===== config.mk =====
export PLATFORM = sky130hd
export DESIGN_NAME = keypad_scan
export DESIGN_NICKNAME = d
export VERILOG_FILES = /design/src/rtl/keypad_scan.sv
export SDC_FILE = /design/constraint.sdc
export NUM_CORES = 1
export LEC_CHECK = 0
export BUFFER_PORTS_ARGS = -buffer_cell sky130_fd_sc_hd__buf_2
export CAP_MARGIN = 20
export CORE_MARGIN = 2
export CORE_UTILIZATION = 42
export DETAILED_ROUTE_END_ITERATION = 10
export HOLD_SLACK_MARGIN = 0.1
export PLACE_DENSITY = 0.59
export SETUP_SLACK_MARGIN = 0.5
export SLEW_MARGIN = 0
export SYNTH_ARGS = -nofsm -noshare
export SYNTH_HDL_FRONTEND = slang
export SYNTH_SLANG_ARGS = --single-unit

===== constraint.sdc =====
create_clock -name clk -period 2.8 [get_ports clk]
set_input_delay 0.28 -clock clk [delete_from_list [all_inputs] [get_ports clk]]
set_output_delay 0.28 -clock clk [all_outputs]
set_load 0.05 [all_outputs]

===== src/rtl/keypad_scan.sv =====
// rtl/keypad_scan.sv - scanned 4x4 matrix keypad reader with press/release debounce
module keypad_scan #(
    parameter int SCAN_DIV     = 50000,
    parameter int DEBOUNCE_CNT = 20
) (
    input  logic       clk,
    input  logic       rst_n,
    input  logic [3:0] i_row,
    output logic [3:0] o_col,
    output logic [3:0] o_key_code,
    output logic       o_key_valid,
    output logic       o_key_pressed
);

    localparam int CW = $clog2(DEBOUNCE_CNT + 1);
    localparam logic [CW-1:0] DEB_TERM = CW'(DEBOUNCE_CNT);
    localparam logic [31:0]   TIMER_TERM = 32'(SCAN_DIV - 1);

    typedef enum logic [1:0] {
        SCAN     = 2'd0,
        DEBOUNCE = 2'd1,
        HELD     = 2'd2
    } state_t;

    state_t        state, state_next;
    logic [3:0]    row_meta, row_s;
    logic [31:0]   timer;
    logic          tick;
    logic [1:0]    col_idx, col_next;
    logic [1:0]    row_idx, row_next;
    logic [1:0]    row_low;
    logic [CW-1:0] deb_cnt, deb_next;
    logic [CW-1:0] rel_cnt, rel_next;
    logic          accept;
    logic          release_key;

    assign tick  = (timer == TIMER_TERM);
    assign o_col = ~(4'b0001 << col_idx);

    always_comb begin
        row_low = 2'd3;
        if (!row_s[0])      row_low = 2'd0;
        else if (!row_s[1]) row_low = 2'd1;
        else if (!row_s[2]) row_low = 2'd2;
    end

    always_ff @(posedge clk or negedge rst_n) begin
        if (!rst_n) begin
            row_meta <= 4'hf;
            row_s    <= 4'hf;
            timer    <= '0;
        end else begin
            row_meta <= i_row;
            row_s    <= row_meta;
            timer    <= tick ? '0 : timer + 32'd1;
        end
    end

    always_ff @(posedge clk or negedge rst_n) begin
        if (!rst_n) begin
            state         <= SCAN;
            col_idx       <= '0;
            row_idx       <= '0;
            deb_cnt       <= '0;
            rel_cnt       <= '0;
            o_key_code    <= '0;
            o_key_valid   <= 1'b0;
            o_key_pressed <= 1'b0;
        end else begin
            state       <= state_next;
            col_idx     <= col_next;
            row_idx     <= row_next;
            deb_cnt     <= deb_next;
            rel_cnt     <= rel_next;
            o_key_valid <= accept;
            if (accept) begin
                o_key_code    <= {row_next, col_idx};
                o_key_pressed <= 1'b1;
            end else if (release_key) begin
                o_key_pressed <= 1'b0;
            end
        end
    end

    always_comb begin
        state_next  = state;
        col_next    = col_idx;
        row_next    = row_idx;
        deb_next    = deb_cnt;
        rel_next    = rel_cnt;
        accept      = 1'b0;
        release_key = 1'b0;
        if (tick) begin
            case (state)
                SCAN: begin
                    if (row_s == 4'hf) begin
                        col_next = col_idx + 2'd1;
                    end else begin
                        row_next = row_low;
                        // A single-sample debounce accepts on the detecting tick itself.
                        if (DEBOUNCE_CNT == 1) begin
                            deb_next   = '0;
                            accept     = 1'b1;
                            state_next = HELD;
                        end else begin
                            deb_next   = CW'(1);
                            state_next = DEBOUNCE;
                        end
                    end
                end
                DEBOUNCE: begin
                    if (!row_s[row_idx]) begin
                        if (deb_cnt + CW'(1) == DEB_TERM) begin
                            deb_next   = '0;
                            accept     = 1'b1;
                            state_next = HELD;
                        end else begin
                            deb_next = deb_cnt + CW'(1);
                        end
                    end else begin
                        deb_next   = '0;
                        col_next   = col_idx + 2'd1;
                        state_next = SCAN;
                    end
                end
                HELD: begin
                    if (row_s[row_idx]) begin
                        if (rel_cnt + CW'(1) == DEB_TERM) begin
                            rel_next    = '0;
                            release_key = 1'b1;
                            col_next    = col_idx + 2'd1;
                            state_next  = SCAN;
                        end else begin
                            rel_next = rel_cnt + CW'(1);
                        end
                    end else begin
                        rel_next = '0;
                    end
                end
                default: state_next = SCAN;
            endcase
        end
    end

endmodule


# --- Yosys cells after proc, flatten, opt, wreduce, memory -nomap -nowiden ---
# Index checks and enable logic that the tools add are counted.
classes:
  n_bitwise: 1
  reduce_logical: 8
  muxes: 36
  addsub: 4
  n_lt_le_gt_ge: 1
  shifts: 1
  n_eq_ne: 12
ops:
  columns: ["cell", "count"]
  rows:
  - ["32-bit by 1-bit adder with 32-bit output, second input constant", 1]
  - ["32-bit by 16-bit equality test with 1-bit output, second input constant", 1]
  - ["32-bit two-way mux", 1]
  - ["2-bit two-way mux", 14]
  - ["5-bit two-way mux", 5]
  - ["1-bit two-way mux", 12]
  - ["2-bit case mux with 3 select lines", 2]
  - ["5-bit by 1-bit adder with 5-bit output, second input constant", 2]
  - ["5-bit equality test, second input constant", 2]
  - ["2-bit inequality test, second input constant", 5]
  - ["5-bit case mux with 2 select lines", 1]
  - ["6-bit AND reduction", 1]
  - ["5-bit AND reduction", 1]
  - ["4-bit equality test, second input constant", 1]
  - ["4-bit NOT", 1]
  - ["2-bit nonzero test", 2]
  - ["1-bit by 2-bit << shifter with 4-bit output, first input constant", 1]
  - ["2-bit by 3-bit < comparator with 1-bit output, second input constant", 1]
  - ["3-bit inequality test, second input constant", 1]
  - ["3-bit AND reduction", 1]
  - ["3-bit nonzero test", 1]
  - ["2-bit by 1-bit adder with 2-bit output, second input constant", 1]
  - ["1-bit binary-select mux with 2-bit select", 1]
  - ["2-bit by 1-bit equality test with 1-bit output, second input constant", 1]
  - ["other kinds (3)", 3]
word_totals:
  output_inout_bits: 10
  ff_bits: 62
  inputBits: 6
  elab_cells: 74

# --- Logic depth before layout (Yosys ltp) ---
# Gate-level depths: netlist (run 1).
depth:
  ltp_word: 8
  depth_mapped: 8
  depth_no_buf: 6

# --- Worst setup path after synthesis (run 1) ---
# Ideal clock, no wire load.
synth_timing:
  kind: "register to register"
  from: "register timer[12]"
  to: "register deb_cnt[4]"
  path_stages_with_launch: 7
  synth_period_minus_slack_ns: 2.428
  n_path_buf: 2
  path_slack_ns: 0.372
  arrival_ns: 2.300
  setup_time_ns: 0.127
  required_ns: 2.673
  cell_sequence: "dfrtp_1 -> or4_1 -> or4_1 -> buf_2 -> or3_1 -> buf_2 -> mux2_1"
synth_via:
  elab_chain_len: 2
synth_rtl:
  columns: ["element", "line", "source"]
  rows:
  - ["start, declared", "27", "logic [31:0] timer;"]
  - ["start signal, assigned", "55", "timer <= tick ? '0 : timer + 32'd1;"]
  - ["32-bit by 16-bit equality test with 1-bit output", "37", "assign tick = (timer == TIMER_TERM);"]
  - ["3-bit AND reduction (no line)", null, null]
  - ["end signal, assigned", "73", "deb_cnt <= deb_next;"]
  - ["end, declared", "32", "logic [CW-1:0] deb_cnt, deb_next;"]
# No other way between the ends.
# A chain may end at the register's enable or synchronous reset.

# --- Final worst setup path (run 1) ---
layout_timing:
  from: "register timer[18]"
  to: "register deb_cnt[4]"
# The elaborated chain is that of the path after synthesis.

==> results.sh, run 1 <==
export IMPL_outcome="complete, no violations"
export IMPL_drv_slew=0
export IMPL_num_antenna_cells=0
export IMPL_max_freq_ghz=0.432
export IMPL_async_reset_ff_share_pct=100
export IMPL_power_density_nw_per_um2=468
export IMPL_cp_slowest_cell="or4_4"
export IMPL_path_class="flip-flop to flip-flop"
export IMPL_final_common_cell="dfrtp_1"
export IMPL_syn_num_nets=283
export IMPL_cp_required_ps=3000
export IMPL_holdPathEnd="row_s[0]"
export IMPL_min_path_cells=0
export IMPL_dieHeight_um=87.2
export IMPL_row_count=30
export IMPL_cts_tree="done"
export IMPL_ir_worst_vdd_v=0.000295
export IMPL_ys_seq_elements=62
export IMPL_synth_edf_count=0
export IMPL_path_max_fanout=5
export IMPL_hold_path_class="flip-flop to flip-flop"
export IMPL_path_cells="or4_4 > or4_4 > or3_4 > mux2_4"
export IMPL_clk_latency_ps=330
export IMPL_netlist_area_um2=2910
export IMPL_total_power_mw=1.67
export IMPL_setup_violations_final=0
export IMPL_critPathMaxStageDelay_ps=560
export IMPL_grt_max_degree=37
export IMPL_die_w_um=87.2
export IMPL_detailed_place_hpwl_um=3830
export IMPL_htreeDepth=3
export IMPL_dieArea_um2=7600
export IMPL_areaGrowthSynthToFinish_pct=22.4
export IMPL_ys_types=40
export IMPL_min_period_ps=2320
export IMPL_skew_ps=12.7
export IMPL_drive_above_1_share_pct=25.7
export IMPL_synth_cells=270
export IMPL_hp_start="row_meta[0]"
export IMPL_clockBufferDepth=2
export IMPL_grt_use_total_pct=16.8
export IMPL_path_buf_inv=0
export IMPL_crit_family="simple AND/OR/NAND/NOR gates"
export IMPL_grt_pass1_wl_um=9780
export IMPL_ant_nets=0
export IMPL_worst_path_most_repeated_cell="or4_4"
export IMPL_hold_viol=0
export IMPL_grt_pass1_vias=1991
export IMPL_ios=16
export IMPL_start_util_pct=43.0
export IMPL_yosysWarnings=0
export IMPL_layout_common_cells="dfrtp_1 (53), xnor2_1 (21), nor2_1 (20), nand2_1 (20), nand3_1 (18)"
export IMPL_setup_tns_final_ps=0
export IMPL_vias=2071
export IMPL_nets=319
export IMPL_drc=0
export IMPL_clock_sinks=62
export IMPL_post_route_period_util_pct=82.7
export IMPL_drtPass1Iterations=4
export IMPL_cts_clk_slew_worst_paths_ps=70
export IMPL_vias_per_cell=5.30
export IMPL_syn_mean_instance_area_um2=10.8
export IMPL_rrSetupSlack_ps=480
export IMPL_rsz0062_at_grt="yes"
export IMPL_slew_headroom_pct=58.3
export IMPL_worst_slew_pin_slew_ps=625
export IMPL_wl_um=5770
export IMPL_io_buffers=15
export IMPL_place_gp_congestion=0.791
export IMPL_grt_antenna_before_repair=0
export IMPL_critical_path_arrival_ps=2520
export IMPL_core_area_um2=6760
export IMPL_hold_ws_ps=355
export IMPL_crit_reg2reg_capture="deb_cnt[4]"
export IMPL_reg2regPathDepth=4
export IMPL_synth_seq_area_share_pct=53.7
export IMPL_dr_first_iter_drc_count=146
export IMPL_wire_per_inst_um=14.7
export IMPL_clock_root_buffer="clkbuf_8"
export IMPL_synth_ff_type="dfrtp_1"
export IMPL_maxCapViolCount=0
export IMPL_p_leak_nw=1.60
export IMPL_cp_end_kind="flip-flop"
export IMPL_rr_startpoint="timer[18]"
export IMPL_worstSetupStartpointType="flip-flop"
export IMPL_overflow=0
export IMPL_cts_made_buffers=9
[stage by stage]
stage | instances | worst slack (ps) | instance area (um2) | util (%)
after floorplan | 270 | 420 | 2920 | -
after global placement | 364 | 319 | 3120 | 46.2
after detailed placement | 364 | 231 | 3120 | 46.2
after CTS | 390 | 448 | 3440 | 51.0
after global routing | 391 | 409 | 3560 | 52.7
final | 391 | 484 | 3560 | 52.7
[registers in the layout (all words and copies together), names as in the netlist]
signal and cells:
col_idx 2, deb_cnt 5, o_key_code 4, o_key_pressed 1
o_key_valid 1, rel_cnt 5, row_idx 2, row_meta 4
row_s 4, state 2, timer 32
[worst register-to-register path, cell delays in order, from the launching register on]
cell	delay (ps)
dfrtp_1	380
or4_4	560
or4_4	540
or3_4	390
mux2_4	310
[power breakdown]
group	leakage [nW]	internal [mW]	switching (mW)
Combinational	0.688	0.0157	0.0264
Clock	0.0937	0.394	0.321
Sequential	0.823	0.906	0.00407
[synthesized netlist by cell type (all sizes together), types with 2 or more instances]
cell | n | share of area, %
mux2i | 3 | 1.0
xnor2 | 21 | 6.3
inv | 9 | 1.2
xor2 | 11 | 3.3
or2 | 2 | 0.43
nand2 | 21 | 2.7
and3 | 11 | 2.4
ha | 7 | 3.0
a31oi | 4 | 0.86
o41ai | 3 | 0.90
nor4 | 5 | 1.1
nand4 | 9 | 1.9
o21ai | 7 | 1.2
buf | 3 | 0.47
and2 | 3 | 0.65
dfrtp | 54 | 46
dfstp | 8 | 7.2
or4 | 2 | 0.52
o31ai | 9 | 2.3
nand3 | 19 | 3.3
and4 | 4 | 1.2
or3 | 3 | 0.65
nor3 | 4 | 0.69
mux2 | 6 | 2.3
clkbuf | 3 | 0.39
a21oi | 5 | 0.86
nor2 | 21 | 2.7
nand2b | 4 | 0.86
[cell type report]
class                      instances  area [um2]
inverter                           9        33.8
clock buffer                      15         176
timing repair buffer              31         224
sequential                        62        1560
fill                             618        3200
multi-input combinational        193        1460
clock inverter                     1        5.00
tap                               80         100
[cell families (layout without fill, tap and decap cells)]
family / after synthesis / in the layout / synth area share (%)
mux: 10 / 10 / 4.13
compound gates: 32 / 32 / 7.40
buf+inv: 15 / 56 / 2.02
fa+ha+maj: 7 / 7 / 3.01
flops: 62 / 62 / 53.7
xor+xnor: 32 / 32 / 9.64
simple gates: 112 / 112 / 20.1
[how the worst max path moves through the flow]
| stage | start | slack, ps | endpoint | depth (start not counted) |
|---|---|---|---|---|
| after CTS | timer[13] | 450 | rel_cnt[0] | 5 |
| after global routing | timer[18] | 410 | state[1] | 6 |
| final | timer[18] | 480 | deb_cnt[4] | 4 |
| after detailed placement | timer[28] | 230 | rel_cnt[3] | 6 |
| after global placement | timer[28] | 320 | rel_cnt[3] | 6 |
| after floorplan | timer[0] | 420 | deb_cnt[4] | 8 |
[layer usage]
| layer | global-route usage (%) | routed length [um] | up-vias |
|---|---|---|---|
| li1 | - | - | 1035 |
| met1 | 26.3 | 3050 | 1006 |
| met2 | 22.5 | 2500 | 25 |
| met3 | 3.13 | 150 | 5 |
| met4 | 7.55 | 61 | 0 |
| met5 | 0 | 0 | - |
[timing repair]
action	CTS	global route
setup endpoints to repair	11	15
hold buffers	5	0
pin swaps	5	6
buffers inserted	5	1
gates resized for setup	12	20
hold endpoints to repair	30	0
No activity file was read; power rests on OpenSTA's default activity.
==> run 2, diff against run 1 <==
- ABC_AREA: unset -> 1
- PLACE_DENSITY: 0.59 -> 0.61
- clock period: 2.8 -> 2.1 ns (I/O delays scaled with it)
==> results.sh, run 2 <==
export IMPL_intPower_mw=1.79
export IMPL_areaGrowthSynthToFinish_pct=21.4
export IMPL_largest_register_ffs=32
export IMPL_dr_first_iter_drc_count=142
export IMPL_drv_slew=0
export IMPL_place_gp_congestion=0.893
export IMPL_setup_violations_final=0
export IMPL_vias=2897
export IMPL_grt_use_total_pct=19.3
export IMPL_hold_ws_ps=357
export IMPL_yosysWarnings=0
export IMPL_worst_slew_pin_slew_ps=538
export IMPL_core_area_um2=8130
export IMPL_cts_clk_slew_worst_paths_ps=70
export IMPL_clock_sinks=62
export IMPL_grt_pass1_vias=2828
export IMPL_syn_num_nets=463
export IMPL_grt_max_degree=23
export IMPL_setup_worst_path_start="timer[0]"
export IMPL_top_regs="timer (32), deb_cnt (5), rel_cnt (5)"
export IMPL_drc=0
export IMPL_power_frac_comb_pct=2.4
export IMPL_dieHeight_um=95.0
export IMPL_nets=514
export IMPL_hold_path_class="flip-flop to flip-flop"
export IMPL_synth_edf_count=0
export IMPL_synth_cells=450
export IMPL_rsz0062_at_grt="yes"
export IMPL_num_antenna_cells=0
export IMPL_row_count=33
export IMPL_overflow=0
export IMPL_synth_common_cells="nand2_1 (116), nor2_1 (70), inv_1 (57)"
export IMPL_worstSetupStartpointType="flip-flop"
export IMPL_detailed_place_hpwl_um=5500
export IMPL_register_area_um2=1570
export IMPL_critical_path_arrival_ps=1880
export IMPL_rr_startpoint="timer[0]"
export IMPL_vias_per_cell=4.74
export IMPL_drtPass1Iterations=6
export IMPL_synth_seq_area_share_pct=44.9
export IMPL_skew_ps=7.99
export IMPL_ir_worst_vdd_v=0.000337
export IMPL_clockBufferDepth=2
export IMPL_cts_made_buffers=9
export IMPL_syn_mean_instance_area_um2=7.73
export IMPL_outcome="complete, no violations"
export IMPL_hold_viol=0
export IMPL_ys_seq_elements=62
export IMPL_layout_common_cells="nand2_1 (112), nor2_1 (60), inv_1 (55)"
export IMPL_power_density_nw_per_um2=556
export IMPL_netlist_area_um2=3480
export IMPL_top_register="timer"
export IMPL_start_util_pct=42.8
export IMPL_filler_cell_count=764
export IMPL_p_switching_mw=0.561
export IMPL_setup_tns_final_ps=0
export IMPL_htreeDepth=3
export IMPL_post_route_period_util_pct=78.6
export IMPL_maxCapViolCount=0
export IMPL_dieArea_um2=9030
export IMPL_hp_start="row_meta[3]"
export IMPL_yosysTopAreaCellShare_pct=38.8
export IMPL_synth_ff_type="dfrtp_1"
export IMPL_pwr_share_seq_pct=51.6
export IMPL_final_common_cell="nand2_1"
export IMPL_ant_nets=0
export IMPL_grt_antenna_before_repair=0
export IMPL_die_w_um=95.0
export IMPL_p_leak_nw=2.07
export IMPL_grt_pass1_wl_um=13400
export IMPL_drive_above_1_share_pct=25.1
export IMPL_max_freq_ghz=0.606
export IMPL_slew_headroom_pct=64.1
export IMPL_cp_end_kind="flip-flop"
export IMPL_clock_root_buffer="clkbuf_8"
export IMPL_wire_per_inst_um=12.4
export IMPL_clk_latency_ps=340
export IMPL_multi_input_area_um2=1770
export IMPL_ys_types=32
export IMPL_io_buffers=15
export IMPL_wl_um=7580
export IMPL_cp_required_ps=2330
export IMPL_cts_tree="done"
export IMPL_ios=16
export IMPL_path_class="flip-flop to flip-flop"
export IMPL_power_frac_clock_pct=46.0
export IMPL_synthTopCellsByArea="dfrtp_1 (39%), nand2_1 (13%), nor2_1 (7.6%)"
export IMPL_yosysTopAreaCell="dfrtp_1"
export IMPL_min_period_ps=1650
export IMPL_synth_most_common_cell="nand2_1"
export IMPL_swShare_pct=23.9
export IMPL_path_max_fanout=5
export IMPL_async_reset_ff_share_pct=100
==> run 2: power groups by stage <==
stage	Sequential (mW)	Clock [mW]	Combinational, mW
global placement	1.23	0	0.0510
finish	1.21	1.08	0.0574
detailed placement	1.23	0	0.0511
CTS	1.21	1.11	0.0587
floorplan	1.23	0	0.0132
global route	1.21	1.17	0.0663
==> run 2: repair_timing <==
action	4_1_cts	5_1_grt
endpoints found under the setup margin	25	47
resized for setup	9	34
setup buffers	8	12
endpoints found under the hold margin	15	0
hold buffers	5	0
pin swaps	6	11
==> run 2: cells by family (layout without fill, tap and decap cells) <==
| family | after synthesis | count (layout) | synth area share (%) |
|---|---|---|---|
| simple gates | 261 | 261 | 34.2 |
| buf+inv | 67 | 123 | 7.59 |
| flops | 62 | 62 | 44.9 |
| xor+xnor | 27 | 27 | 6.80 |
| compound gates | 26 | 26 | 3.99 |
| fa+ha+maj | 7 | 7 | 2.52 |
==> run 2: routing by layer <==
layer  global-route usage [%]  vias to the layer above  routed length [um]
met2                     28.6                       55                3440
met3                     3.40                       10                 315
met4                     9.30                        0                 125
li1                         -                     1499                   -
met1                     27.4                     1333                3700
met5                        0                        -                   0
==> run 2: final cells by class <==
type	instances	area share, %
Timing Repair Buffer	42	7.28
Sequential cell	62	37.1
Multi-Input combinational cell	321	41.9
Tap cell	105	3.11
Clock buffer	9	2.93
Inverter	65	5.77
Clock inverter	7	1.90
==> run 2: critical path, stage by stage, from the launching register on <==
cell and delay [ps]:
dfrtp_1 380, ha_2 200, nand2_2 90, inv_2 90
nand2_4 60, nor2_1 100, nand2_1 100, nor2_4 240
buf_4 150, a21oi_1 30, o21a_1 100
==> run 2: final timing paths <==
check / end / slack [ps] / depth (start not counted)
worst max-delay path: timer[9] / 450 / 10
worst min-delay path: row_s[3] / 360 / 0
worst max register to register: timer[9] / 450 / 10
worst min register to register: row_s[3] / 360 / 0
max in group asynchronous: col_idx[1] / 1020 / 3
min in group asynchronous: deb_cnt[1] / 400 / 2
==> run 2: metrics by stage <==
step	utilization, %	cells	instance area [um2]	setup slack, ps	power [mW]
global placement	45.4	570	3690	403	1.29
floorplan	-	450	3480	590	1.25
CTS	49.7	599	4050	460	2.38
finish	51.9	611	4230	449	2.35
global route	51.9	611	4230	342	2.45
detailed placement	45.4	570	3690	364	1.29
==> run 3, diff against run 2 <==
- ABC_AREA: 1 -> 0
- PLACE_DENSITY: 0.61 -> 0.62
- clock period: 2.1 -> 1.45 ns (I/O delays scaled with it)
==> results.sh, run 3 (synthesis results as in run 1) <==
export IMPL_outcome="finished, violations left"
export IMPL_violations="setup timing"
export IMPL_layout_common_cells="buf_4 (87), dfrtp_1 (52), buf_6 (32)"
export IMPL_vias_per_cell=5.38
export IMPL_num_antenna_cells=0
export IMPL_path_cells="or4_4 > or4_4 > or3_4 > mux2_4"
export IMPL_dieHeight_um=87.2
export IMPL_rsz0062_at_grt="yes"
export IMPL_place_gp_congestion=0.775
export IMPL_multi_input_area_um2=1800
export IMPL_dieArea_um2=7600
export IMPL_register_area_um2=1560
export IMPL_setup_violations_final=52
export IMPL_overflow=0
export IMPL_hold_viol=0
export IMPL_maxCapViolCount=0
export IMPL_power_frac_clock_pct=41.9
export IMPL_detailed_place_hpwl_um=4720
export IMPL_grt_antenna_before_repair=0
export IMPL_p_leak_nw=2.19
export IMPL_clock_sinks=62
export IMPL_worst_slew_pin_slew_ps=350
export IMPL_cts_made_buffers=9
export IMPL_post_route_cell_area_um2=4840
export IMPL_drv_slew=0
export IMPL_top_register="timer"
export IMPL_start_util_pct=43.0
export IMPL_drc=0
export IMPL_post_route_period_util_pct=166
export IMPL_filler_cell_count=461
export IMPL_cp_required_ps=1670
export IMPL_skew_ps=6.98
export IMPL_critPathMaxStageDelay_ps=600
export IMPL_drtPass1Iterations=4
export IMPL_path_class="flip-flop to flip-flop"
export IMPL_die_w_um=87.2
export IMPL_worst_path_most_repeated_cell="or4_4"
export IMPL_final_common_cell="buf_4"
export IMPL_intPower_mw=2.45
export IMPL_cp_slowest_cell="or4_4"
export IMPL_nets=421
export IMPL_vias=2653
export IMPL_clk_latency_ps=340
export IMPL_hold_path_class="primary input to asynchronous set/reset pin"
export IMPL_wire_per_inst_um=17.1
export IMPL_worstSetupStartpointType="flip-flop"
export IMPL_hold_ws_ps=346
export IMPL_cts_tree="done"
export IMPL_grt_max_degree=63
export IMPL_min_period_ps=2400
export IMPL_critical_path_arrival_ps=2620
export IMPL_power_frac_comb_pct=3.3
export IMPL_clockBufferDepth=2
export IMPL_cp_end_kind="flip-flop"
export IMPL_io_buffers=15
export IMPL_ios=16
export IMPL_row_count=30
export IMPL_fin_util_pct=71.7
export IMPL_crit_family="simple AND/OR/NAND/NOR gates"
export IMPL_drive_above_1_share_pct=56.7
export IMPL_layout_setup_ws_ps=-950
export IMPL_clock_root_buffer="clkbuf_8"
export IMPL_max_freq_ghz=0.417
export IMPL_swShare_pct=23.4
export IMPL_cts_clk_slew_worst_paths_ps=70
export IMPL_ant_nets=0
export IMPL_pwr_share_seq_pct=54.8
export IMPL_p_switching_mw=0.747
export IMPL_wl_um=8410
export IMPL_slew_headroom_pct=76.4
export IMPL_numPlacedInstances=446
export IMPL_power_density_nw_per_um2=660
export IMPL_placed_cell_area_um2=3840
export IMPL_stdcell_count=493
export IMPL_largest_register_ffs=32
export IMPL_ir_worst_vdd_v=0.000677
export IMPL_grt_pass1_vias=2628
export IMPL_top_regs="timer (32), deb_cnt (5), rel_cnt (5)"
export IMPL_dr_first_iter_drc_count=186
export IMPL_total_power_mw=3.20
export IMPL_htreeDepth=3
export IMPL_setup_tns_final_ps=-28000
export IMPL_core_area_um2=6760
export IMPL_grt_use_total_pct=21.3
export IMPL_grt_pass1_wl_um=12300
export IMPL_areaGrowthSynthToFinish_pct=66.6
export IMPL_path_buf_inv=0
export IMPL_path_max_fanout=5
export IMPL_post_place_ws_ps=-1060
## run 3: changes by cell type in the layout (fill, tap and decap cells not counted), moves of 13 or more
| cell | delta |
|---|---|
| buf_4 | +64 |
| buf_6 | +32 |
| inv_1 | -52 |
| nand2_1 | -95 |
| nand3_1 | -13 |
| nor2_1 | -45 |
| nor2_2 | -13 |
## run 3: power groups by stage
stage	combinational [mW]	clock [mW]	sequential, mW
after floorplan	0.0157	0	1.79
after CTS	0.0992	1.36	1.75
after global routing	0.116	1.45	1.75
after detailed placement	0.0873	0	1.79
after global placement	0.0853	0	1.78
final	0.104	1.34	1.75
## run 3: final timing paths
| kind | slack [ps] | cells after the start | from | endpoint |
|---|---|---|---|---|
| min in group clk | 360 | 0 | row_meta[2] | row_s[2] |
| min reg2reg | 360 | 0 | row_meta[2] | row_s[2] |
| max reg2reg | -950 | 4 | timer[13] | deb_cnt[4] |
| max | -950 | 4 | timer[13] | deb_cnt[4] |
| min | 350 | 3 | rst_n | timer[29] |
| max in group asynchronous | 780 | 3 | rst_n | row_meta[3] |
## run 3: what timing repair did
action	CTS	global route
buffers inserted	13	13
gates resized for setup	87	49
pin swaps	44	30
hold buffers	5	0
setup endpoints to repair	64	64
endpoints found under the hold margin	58	0
## run 3: metal layers
| metal | routed length, um | vias to the layer above | GRT usage (%) | part of all wire [%] |
|---|---|---|---|---|
| met5 | 0 | - | 0 | 0 |
| met4 | 201 | 0 | 10.6 | 2.4 |
| met3 | 257 | 20 | 3.79 | 3.1 |
| met2 | 4300 | 65 | 33.7 | 51 |
| met1 | 3660 | 1320 | 28.3 | 43 |
| li1 | - | 1248 | - | - |
## run 3: worst register-to-register path: cells and delay by family (launching register included)
| family | cells | cell delay, ps |
|---|---|---|
| simple gates | 3 | 1600 |
| flops | 1 | 380 |
| mux | 1 | 320 |
## run 3: cell type report
type | count | area share [%]
well taps | 80 | 2.07
flip-flops and latches | 62 | 32.3
inverters | 9 | 1.11
clock buffers | 12 | 3.00
repair buffers | 133 | 23.8
multi-input cells | 193 | 37.3
clock inverters | 4 | 0.465
